File: src/rtl/ram_access_ctrl_pkg.sv
// Shared definitions for the RAM load/store front end: access-size
// encodings, controller state encoding, default RAM address width and
// the alignment rule.
package ram_access_pkg;

  // Default RAM halfword address width (RAM span = 2^ADDR_W halfwords)
  localparam int unsigned ADDR_W_DEF = 10;

  typedef enum logic [1:0] {
    SZ_BYTE = 2'b00,
    SZ_HALF = 2'b01,
    SZ_WORD = 2'b10,
    SZ_RSVD = 2'b11
  } size_e;

  typedef enum logic [2:0] {
    ST_IDLE = 3'd0,
    ST_ACC0 = 3'd1,
    ST_ACC1 = 3'd2,
    ST_RMW  = 3'd3,
    ST_ERR  = 3'd4,
    ST_DONE = 3'd5
  } state_e;

  // Halfwords need an even byte address, words a 4-byte aligned one;
  // the reserved size is always rejected.
  function automatic logic is_misaligned(input logic [1:0] size, input logic [1:0] addr_lo);
    logic bad;
    case (size)
      SZ_BYTE: bad = 1'b0;
      SZ_HALF: bad = addr_lo[0];
      SZ_WORD: bad = |addr_lo;
      default: bad = 1'b1;
    endcase
    return bad;
  endfunction

endpackage

File: src/rtl/ram_access_ctrl_if.sv
// CPU-side request/response bus of the RAM access controller.
// The requester (CPU or bench) uses the master modport, the controller
// uses the slave modport.
interface ram_access_ctrl_if;

  logic        req;
  logic        we;
  logic [1:0]  size;
  logic        sgn;
  logic [31:0] addr;
  logic [31:0] wdata;
  logic        ready;
  logic        done;
  logic        err;
  logic [31:0] rdata;

  modport master (
    output req, we, size, sgn, addr, wdata,
    input  ready, done, err, rdata
  );

  modport slave (
    input  req, we, size, sgn, addr, wdata,
    output ready, done, err, rdata
  );

endinterface

File: src/rtl/ram_access_ctrl_byte_lane_merge.sv
// Byte-lane datapath of the RAM access controller (purely combinational):
//  - load path: picks the addressed byte (or the whole halfword) out of a
//    captured RAM halfword and sign/zero extends it to 32 bits;
//  - store path: inserts the store byte into the addressed lane of the
//    halfword just read from RAM, for the read-modify-write.
import ram_access_pkg::*;

module byte_lane_merge (
  input  logic [15:0] i_load_hw,
  input  logic [15:0] i_rmw_hw,
  input  logic [7:0]  i_wbyte,
  input  logic        i_lane,
  input  logic        i_is_byte,
  input  logic        i_sgn,
  output logic [31:0] o_load_data,
  output logic [15:0] o_merged_hw
);

  logic [7:0] w_byte;

  // Load: lane select (little-endian, odd address = upper lane) and extension
  always_comb begin
    w_byte      = 8'h00;
    o_load_data = 32'h0000_0000;
    if (i_lane) begin
      w_byte = i_load_hw[15:8];
    end else begin
      w_byte = i_load_hw[7:0];
    end
    if (i_is_byte) begin
      o_load_data = {{24{i_sgn & w_byte[7]}}, w_byte};
    end else begin
      o_load_data = {{16{i_sgn & i_load_hw[15]}}, i_load_hw};
    end
  end

  // Store byte: replace the addressed lane of the read halfword
  always_comb begin
    o_merged_hw = 16'h0000;
    if (i_lane) begin
      o_merged_hw = {i_wbyte, i_rmw_hw[7:0]};
    end else begin
      o_merged_hw = {i_rmw_hw[15:8], i_wbyte};
    end
  end

endmodule

File: src/rtl/ram_access_ctrl.sv
// Load/store front end for a 16-bit halfword RAM with asynchronous read.
// Turns byte/halfword/word requests on byte addresses into one or two RAM
// halfword cycles (byte stores via read-modify-write) and returns
// assembled, extended load data with a done pulse and an error flag.
import ram_access_pkg::*;

module ram_access_ctrl #(
  parameter int unsigned ADDR_W = ADDR_W_DEF
) (
  input  logic              clk,
  input  logic              rst_n,
  ram_access_ctrl_if.slave  bus,
  output logic [ADDR_W-1:0] o_ram_addr,
  output logic [15:0]       o_ram_d,
  output logic              o_ram_we,
  input  logic [15:0]       i_ram_q
);

  state_e            r_state;
  state_e            w_next_state;

  // Request fields latched at accept; used for the whole access
  logic              r_we;
  logic [1:0]        r_size;
  logic              r_sgn;
  logic [ADDR_W:0]   r_addr;
  logic [31:0]       r_wdata;

  // Captured halves: low half also holds the merged RMW halfword
  logic [15:0]       r_lo;
  logic [15:0]       r_hi;

  logic              r_ready;
  logic              r_done;
  logic              r_err;
  logic [31:0]       r_rdata;

  logic              w_accept;
  logic              w_misaligned;
  logic [ADDR_W-1:0] w_hidx;
  logic [ADDR_W-1:0] w_hidx_hi;
  logic [31:0]       w_load_data;
  logic [15:0]       w_merged_hw;
  logic [31:0]       w_rdata_nxt;
  logic [ADDR_W-1:0] w_ram_addr;
  logic [15:0]       w_ram_d;
  logic              w_ram_we;

  assign w_accept     = (r_state == ST_IDLE) && r_ready && bus.req;
  assign w_misaligned = is_misaligned(bus.size, bus.addr[1:0]);
  assign w_hidx       = r_addr[ADDR_W:1];
  // Word halfword index is even, so the upper half never wraps
  assign w_hidx_hi    = {w_hidx[ADDR_W-1:1], 1'b1};

  byte_lane_merge u_lane (
    .i_load_hw   (r_lo),
    .i_rmw_hw    (i_ram_q),
    .i_wbyte     (r_wdata[7:0]),
    .i_lane      (r_addr[0]),
    .i_is_byte   (r_size == SZ_BYTE),
    .i_sgn       (r_sgn),
    .o_load_data (w_load_data),
    .o_merged_hw (w_merged_hw)
  );

  // State register
  always_ff @(posedge clk or negedge rst_n) begin
    if (!rst_n) begin
      r_state <= ST_IDLE;
    end else begin
      r_state <= w_next_state;
    end
  end

  // Next-state sequencing of one access
  always_comb begin
    w_next_state = r_state;
    case (r_state)
      ST_IDLE: begin
        if (w_accept) begin
          if (w_misaligned) begin
            w_next_state = ST_ERR;
          end else begin
            w_next_state = ST_ACC0;
          end
        end else begin
          w_next_state = ST_IDLE;
        end
      end
      ST_ACC0: begin
        if (r_size == SZ_WORD) begin
          w_next_state = ST_ACC1;
        end else if (r_we && (r_size == SZ_BYTE)) begin
          w_next_state = ST_RMW;
        end else begin
          w_next_state = ST_DONE;
        end
      end
      ST_ACC1: w_next_state = ST_DONE;
      ST_RMW:  w_next_state = ST_DONE;
      ST_DONE: w_next_state = ST_IDLE;
      ST_ERR:  w_next_state = ST_IDLE;
      default: w_next_state = ST_IDLE;
    endcase
  end

  // RAM port decode from registered state and latched fields only
  always_comb begin
    w_ram_addr = {ADDR_W{1'b0}};
    w_ram_d    = 16'h0000;
    w_ram_we   = 1'b0;
    case (r_state)
      ST_ACC0: begin
        w_ram_addr = w_hidx;
        w_ram_d    = r_wdata[15:0];
        // A byte store only reads here; the write happens in RMW
        w_ram_we   = r_we && (r_size != SZ_BYTE);
      end
      ST_ACC1: begin
        w_ram_addr = w_hidx_hi;
        w_ram_d    = r_wdata[31:16];
        w_ram_we   = r_we;
      end
      ST_RMW: begin
        w_ram_addr = w_hidx;
        w_ram_d    = r_lo;
        w_ram_we   = 1'b1;
      end
      default: begin
        w_ram_addr = {ADDR_W{1'b0}};
        w_ram_d    = 16'h0000;
        w_ram_we   = 1'b0;
      end
    endcase
  end

  assign o_ram_addr = w_ram_addr;
  assign o_ram_d    = w_ram_d;
  assign o_ram_we   = w_ram_we;

  // Latch request fields at accept and capture RAM read data per access cycle
  always_ff @(posedge clk or negedge rst_n) begin
    if (!rst_n) begin
      r_we    <= 1'b0;
      r_size  <= 2'b00;
      r_sgn   <= 1'b0;
      r_addr  <= {(ADDR_W+1){1'b0}};
      r_wdata <= 32'h0000_0000;
      r_lo    <= 16'h0000;
      r_hi    <= 16'h0000;
    end else begin
      if (w_accept) begin
        r_we    <= bus.we;
        r_size  <= bus.size;
        r_sgn   <= bus.sgn;
        r_addr  <= bus.addr[ADDR_W:0];
        r_wdata <= bus.wdata;
      end
      case (r_state)
        ST_ACC0: begin
          if (r_we) begin
            r_lo <= w_merged_hw;
          end else begin
            r_lo <= i_ram_q;
          end
        end
        ST_ACC1: begin
          if (!r_we) begin
            r_hi <= i_ram_q;
          end
        end
        default: begin
          r_lo <= r_lo;
        end
      endcase
    end
  end

  // Final load value: word from both halves, otherwise lane-selected/extended
  always_comb begin
    w_rdata_nxt = 32'h0000_0000;
    if (r_size == SZ_WORD) begin
      w_rdata_nxt = {r_hi, r_lo};
    end else begin
      w_rdata_nxt = w_load_data;
    end
  end

  // Registered response: done/err pulse, load result, ready handshake
  always_ff @(posedge clk or negedge rst_n) begin
    if (!rst_n) begin
      r_done  <= 1'b0;
      r_err   <= 1'b0;
      r_rdata <= 32'h0000_0000;
      r_ready <= 1'b1;
    end else begin
      r_done <= (r_state == ST_DONE) || (r_state == ST_ERR);
      r_err  <= (r_state == ST_ERR);
      if ((r_state == ST_DONE) && !r_we) begin
        r_rdata <= w_rdata_nxt;
      end
      // Busy from accept through the done cycle; free again the cycle after
      if (w_accept) begin
        r_ready <= 1'b0;
      end else if (r_done) begin
        r_ready <= 1'b1;
      end
    end
  end

  assign bus.ready = r_ready;
  assign bus.done  = r_done;
  assign bus.err   = r_err;
  assign bus.rdata = r_rdata;

endmodule
File: src/flat_wrapper.sv
// flat-port wrapper written by rule: the top's interface ports become plain ports
module ram_access_ctrl_flat 
#(
  parameter int unsigned ADDR_W = ADDR_W_DEF
)
  (clk, rst_n, o_ram_addr, o_ram_d, o_ram_we, i_ram_q, bus_req, bus_we, bus_size, bus_sgn, bus_addr, bus_wdata, bus_ready, bus_done, bus_err, bus_rdata);
  ram_access_ctrl_if bus_i ();
  input  logic clk;
  input  logic rst_n;
  output logic [ADDR_W-1:0] o_ram_addr;
  output logic [15:0] o_ram_d;
  output logic o_ram_we;
  input  logic [15:0] i_ram_q;
  input wire logic [$bits(bus_i.req)-1:0] bus_req;
  input wire logic [$bits(bus_i.we)-1:0] bus_we;
  input wire logic [$bits(bus_i.size)-1:0] bus_size;
  input wire logic [$bits(bus_i.sgn)-1:0] bus_sgn;
  input wire logic [$bits(bus_i.addr)-1:0] bus_addr;
  input wire logic [$bits(bus_i.wdata)-1:0] bus_wdata;
  output wire logic [$bits(bus_i.ready)-1:0] bus_ready;
  output wire logic [$bits(bus_i.done)-1:0] bus_done;
  output wire logic [$bits(bus_i.err)-1:0] bus_err;
  output wire logic [$bits(bus_i.rdata)-1:0] bus_rdata;
  assign bus_i.req = bus_req;
  assign bus_i.we = bus_we;
  assign bus_i.size = bus_size;
  assign bus_i.sgn = bus_sgn;
  assign bus_i.addr = bus_addr;
  assign bus_i.wdata = bus_wdata;
  assign bus_ready = bus_i.ready;
  assign bus_done = bus_i.done;
  assign bus_err = bus_i.err;
  assign bus_rdata = bus_i.rdata;
  ram_access_ctrl #(.ADDR_W(ADDR_W)) u_core (.clk(clk), .rst_n(rst_n), .bus(bus_i), .o_ram_addr(o_ram_addr), .o_ram_d(o_ram_d), .o_ram_we(o_ram_we), .i_ram_q(i_ram_q));
endmodule
File: config.mk
export PLATFORM = sky130hd
export DESIGN_NAME = ram_access_ctrl_flat
export DESIGN_NICKNAME = d
export VERILOG_FILES = /design/src/rtl/ram_access_ctrl_pkg.sv /design/src/rtl/ram_access_ctrl_if.sv /design/src/rtl/ram_access_ctrl_byte_lane_merge.sv /design/src/rtl/ram_access_ctrl.sv /design/src/flat_wrapper.sv
export SDC_FILE = /design/constraint.sdc
export NUM_CORES = 1
export LEC_CHECK = 0
export ABC_AREA = 1
export BUFFER_PORTS_ARGS = -buffer_cell sky130_fd_sc_hd__buf_4
export CORE_ASPECT_RATIO = 0.9
export CORE_MARGIN = 10
export CORE_UTILIZATION = 30
export DETAILED_ROUTE_END_ITERATION = 16
export GPL_TIMING_DRIVEN = 0
export PLACE_DENSITY = 0.5
export SLEW_MARGIN = 20
export SYNTH_ARGS = -nofsm -noshare
export SYNTH_HDL_FRONTEND = slang
export SYNTH_SLANG_ARGS = --single-unit
File: constraint.sdc
create_clock -name clk -period 3.75 [get_ports clk]
set_clock_uncertainty 0.15 [all_clocks]
set_input_delay 0.5625 -clock clk [delete_from_list [all_inputs] [get_ports clk]]
set_output_delay 0.5625 -clock clk [all_outputs]
set_load 0.005 [all_outputs]
# Word level (Yosys, flattened, before mapping)
# Cells that the tools add are included.
[totals] ff_bits=117 input_bits=87 out_inout_bits=62
[op_classes] n_eq_ne=8 n_mux=16 bitwise=3 reduce_logical=16
[op_table] operator="32-bit 2-to-1 mux" count=2
[op_table] operator="16-bit one-hot mux with 3 select lines" count=1
[op_table] operator="16-bit 2-to-1 mux" count=2
[op_table] operator="10-bit one-hot mux with 2 select lines" count=1
[op_table] operator="3-bit 2-to-1 mux" count=4
[op_table] operator="3-bit one-hot mux with 3 select lines" count=1
[op_table] operator="8-bit 2-to-1 mux" count=1
[op_table] operator="3-bit by 2-bit == test with 1-bit output, second input constant" count=2
[op_table] operator="3-bit == test, second input constant" count=2
[op_table] operator="1-bit one-hot mux with 3 select lines" count=2
[op_table] operator="2-bit OR reduction" count=3
[op_table] operator="1-bit logical AND" count=5
[op_table] operator="2-bit == test, second input constant" count=2
[op_table] operator="2-bit zero test" count=2
[op_table] operator="2-bit nonzero test" count=2
[op_table] operator="3-bit by 1-bit == test with 1-bit output, second input constant" count=1
[op_table] operator="3-bit zero test" count=1
[op_table] operator="1-bit AND" count=2
[op_table] operator="2-bit by 1-bit == test with 1-bit output, second input constant" count=1
[op_table] operator="1-bit 2-to-1 mux" count=2
[op_table] operator="2-bit AND reduction" count=1
[op_table] operator="1-bit zero test" count=1
[op_table] operator="1-bit logical OR" count=1
[op_table] operator="1-bit inverter" count=1

# Logic depth before layout (Yosys ltp)
[logic_depth] depth_word=5 depth_mapped=7

# Modules after synthesis
# From an unflattened synthesis, not the netlist that was laid out.
[unflattened] cells_unflattened=851 area_unflattened_um2=6054.6
[by_module_without_submodules] mod="ram_access_ctrl" n_inst=1 cells_each=741 area_each_um2=5491.5 seq_area_each_um2=2929.1
[by_module_without_submodules] mod="byte_lane_merge" n_inst=1 cells_each=110 area_each_um2=563.0 seq_area_each_um2=0.0

# Worst setup path after synthesis
# OpenSTA, ideal clock, no wires.
[synth_timing] kind="register to output" startpoint="register u_core.r_state[2]" endpoint="output o_ram_d[2]" arrival_ps=1175 path_slack_ps=1862 path_stages_with_launch=7 path_cell_list="dfrtp_1 inv_1 nand3_2 inv_2 clkbuf_1 nand2_1 o211ai_1"
[synth_between] elab_chain_len=2 word_cells_on_any_way=4
[synth_lines] element="start, declared" line_no="ram_access_ctrl.sv:19" text="state_e r_state;"
[synth_lines] element="start signal, assigned" line_no="ram_access_ctrl.sv:71" text="r_state <= w_next_state;"
[synth_lines] element="3-bit by 2-bit == test with 1-bit output / 3-bit by 1-bit == test with 1-bit output (equally long branches)" line_no="ram_access_ctrl.sv:112" text="case (r_state)"
[synth_lines] element="16-bit one-hot mux with 3 select lines (*)" line_no="ram_access_ctrl.sv:112"
[synth_lines] element="end, declared" line_no="flat_wrapper.sv:11" text="output logic [15:0] o_ram_d;"
# Mark *: on every way between the ends. The rest lies on a longest branch, timed or not.

# Worst setup path in the final report
[layout_timing] startpoint="register u_core.r_state[2]" endpoint="output o_ram_d[8]"
# The elaborated chain is that of the path after synthesis.

==> results.md <==
- Status: finished, final reports clean
- Worst slew pin tran: between 0.5 and 0.6 ns
- Max Slew Vio Count: 0
- Multi-input gate area: 0.00191 mm2
- HP Class: primary input to flop
- CP cell instances: nor2_1 -> nand2_1 -> buf_2 -> o211ai_1 -> buf_4
- First-pass GRT wire length: 27.1 mm
- Syn avg cell area: ~8.0 um2
- Core Region: 0.0170 mm2
- Detailed-route via count: 4702
- Final HPWL DP: between 10 and 15 mm
- CP max stage delay: around 0.44 ns
- DRT iter0 DRCs: between 300 and 400
- Clock root buffer master: clkbuf_16
- Initial Utilization: 0.309
- Die Y: 146 um
- Final setup viols: 0
- Startpoint types: flop
- Setup WS pre-CTS: 1.37 ns
- Placed inst area: roughly 0.0065 mm2
- Total of flip-flops plus latches after synthesis: 117
- Post-route ant nets: 0
- Drt first pass iters: 4
- Rel. slew slack: 0.635
- RSZ-0062 raised after global routing: false
- CTS tree: done
- Max cap viols: 0
- CP top delay family: simple AND/OR/NAND/NOR gates
- Hold Vio Cnt, Final: 0
- Die ar.: between 0.02 and 0.025 mm2
- Pwr Density: 826 mW/mm2
- Worst path required time: between 3 and 4 ns
- Register area share after synthesis: 0.558
- Synth Net Count: 742
- Layout Nets: 890
- Vias in the first global route: roughly 5000
- Critical path's slowest cell: dfrtp_1
- Port Buffers: ~130
- Netlist cell types: 19
- Critical path class: flop to output port
- Largest net degree at the start of global routing: 62
- Sequential cell area: a little under 0.003 mm2
- Final setup TNS: 0 ns
- Yosys warnings: 0
- Vias per cell: ~4.5
- Reg clk slew, reported paths: ~0.050 ns
- N_diodes: 0
- Routed WL: between 15 and 20 mm
- Hold WS: 0.194 ns
- Chip width: ~160 um
- GR Overflow Total: 0
- CP bufs+invs: 2
- Final Cycle Share: 0.740
- Initial antenna violation count: 0
- Postcts setup bufs: 0
- CTS Sinks: between 100 and 150
- PostCTS Resize Cnt: 0
- Routability cong.: roughly 0.86
- CP arrival: a little over 2 ns
- Residual DRC: 0
- Syn-to-layout area delta: 34.6%
- Clk_lat worst skew: between 0.4 and 0.5 ns
- H-tree depth: 4
- Static Leak: approximately 3.7 nW
- Hold-fix buffers at CTS: 1
- Final instance area: a little over 0.007 mm2
- Cells after Synth: approximately 660
- Total CTS buffers: 17
- Final Critical Period: between 2 and 3 ns
- Setup crit end kind: output port
- VDD IR max: between 400 and 500 uV
- Layout cell share with drive strength beyond 1: 0.231
- Maximum clock path buffer count: 2
- Gr usage total: 0.147
- Routed len/inst: 15.9 um
- Final worst setup slack: about 0.97 ns
- IO Count: 149
- Fmax: 0.360 GHz
- Cell Area, Synth: about 0.0053 mm2
- Row cnt: 45
- Crit path max fanout: 10
- Final-layout fill cell count: 1818
area by class of cell:
type | count | share of cell area
plain buffers | 31 | 0.0209
clock buffers | 24 | 0.0710
clock inverters | 5 | 0.00354
inverters | 69 | 0.0367
multi-input cells | 438 | 0.271
flip-flops and latches | 117 | 0.415
well taps | 235 | 0.0416
repair buffers | 129 | 0.141
synthesized netlist by cell type:
library cell / count / area, um2
a21boi_0: 1 / 7.51
nor2_1: 87 / 327
nor3_4: 2 / 32.5
o21ai_1: 17 / 85.1
nand3_2: 2 / 20.0
nor2_2: 1 / 6.26
o21ai_0: 49 / 245
o211ai_1: 23 / 173
dfstp_2: 1 / 26.3
buf_2: 21 / 105
nand2_1: 210 / 788
inv_1: 65 / 244
buf_4: 1 / 7.51
clkbuf_1: 8 / 30.0
a21oi_1: 43 / 215
nand3_1: 3 / 15.0
dfrtp_1: 116 / 2900
inv_2: 4 / 15.0
clkbuf_2: 1 / 5.00
power breakdown:
| group | total, mW | leakage (nW) | switching (mW) | internal, mW |
|---|---|---|---|---|
| logic | 2.15 | 2.01 | 1.28 | 0.874 |
| clock network | 1.44 | 0.267 | 0.533 | 0.912 |
| registers | 2.24 | 1.43 | 0.363 | 1.88 |
| total | 5.84 | 3.71 | 2.17 | 3.67 |
tightest hold or removal path, delay by kind of cell:
family	cells	cell delay, ns
simple gates	2	0.08
buf+inv	1	0.08
flip-flops by register name, indices dropped and copies added, names as in the netlist:
| register | count |
|---|---|
| u_core.bus.rdata | 32 |
| u_core.r_wdata | 32 |
| u_core.r_hi | 16 |
| u_core.r_lo | 16 |
| u_core.r_addr | 11 |
| u_core.r_state | 3 |
| u_core.r_size | 2 |
| u_core.bus.done | 1 |
| u_core.bus.err | 1 |
| u_core.bus.ready | 1 |
| u_core.r_sgn | 1 |
| u_core.r_we | 1 |
cells in the final DEF, fill, tap and decap left out:
master and n:
nand2_1 210, buf_4 127, dfrtp_1 116, nor2_1 87, inv_1 65, o21ai_0 49, a21oi_1 43, o211ai_1 23
buf_2 21, o21ai_1 17, clkbuf_16 17, clkbuf_1 10, clkinv_2 5, clkbuf_8 5, inv_2 4, nand3_1 3
nor3_4 2, nand3_2 2, nor2_2 1, clkbuf_2 1, a21boi_0 1, dlygate4sd3_1 1, buf_6 1, buf_16 1
dfstp_2 1
stage by stage:
| stage | utilization | cells | power (mW) |
|---|---|---|---|
| floorplan | - | 655 | 3.40 |
| global placement | 0.382 | 1017 | 4.38 |
| detailed placement | 0.384 | 1018 | 4.45 |
| CTS | 0.416 | 1048 | 5.92 |
| global route | 0.416 | 1048 | 6.35 |
| finish | 0.416 | 1048 | 5.84 |
worst paths after layout:
check | to | from | depth (start not counted) | slack (ns)
worst max-delay path | o_ram_d[8] | u_core.r_state[2]$_DFF_PN0_ | 5 | 0.97
min in group asynchronous | u_core.bus.rdata[22]$_DFFE_PN0P_ | rst_n | 2 | 0.52
worst min register to register | u_core.bus.rdata[5]$_DFFE_PN0P_ | u_core.bus.rdata[5]$_DFFE_PN0P_ | 2 | 0.33
worst min-delay path | u_core.r_wdata[28]$_DFFE_PN0P_ | bus_wdata[28] | 3 | 0.19
max in group asynchronous | u_core.bus.ready$_DFFE_PN1P_ | rst_n | 3 | 2.19
worst max register to register | u_core.bus.rdata[0]$_DFFE_PN0P_ | u_core.r_size[1]$_DFFE_PN0P_ | 6 | 1.95
per-layer routing:
layer	track usage	share of wire	vias up
met3	0.0477	0.061	10
met2	0.219	0.44	125
met4	0.0380	0.0077	0
met1	0.201	0.49	2219
li1	-	-	2348
met5	0	0	-
cell families (layout without fill, tap and decap cells):
kind of cell | count (synthesis) | count (layout) | share of synthesized area
AND/OR/NAND/NOR | 305 | 305 | 0.226
AO/OA/AOI/OAI | 133 | 133 | 0.138
buffers and inverters | 100 | 258 | 0.0775
flip-flops | 117 | 117 | 0.558
(Power assumes the default switching activity.)
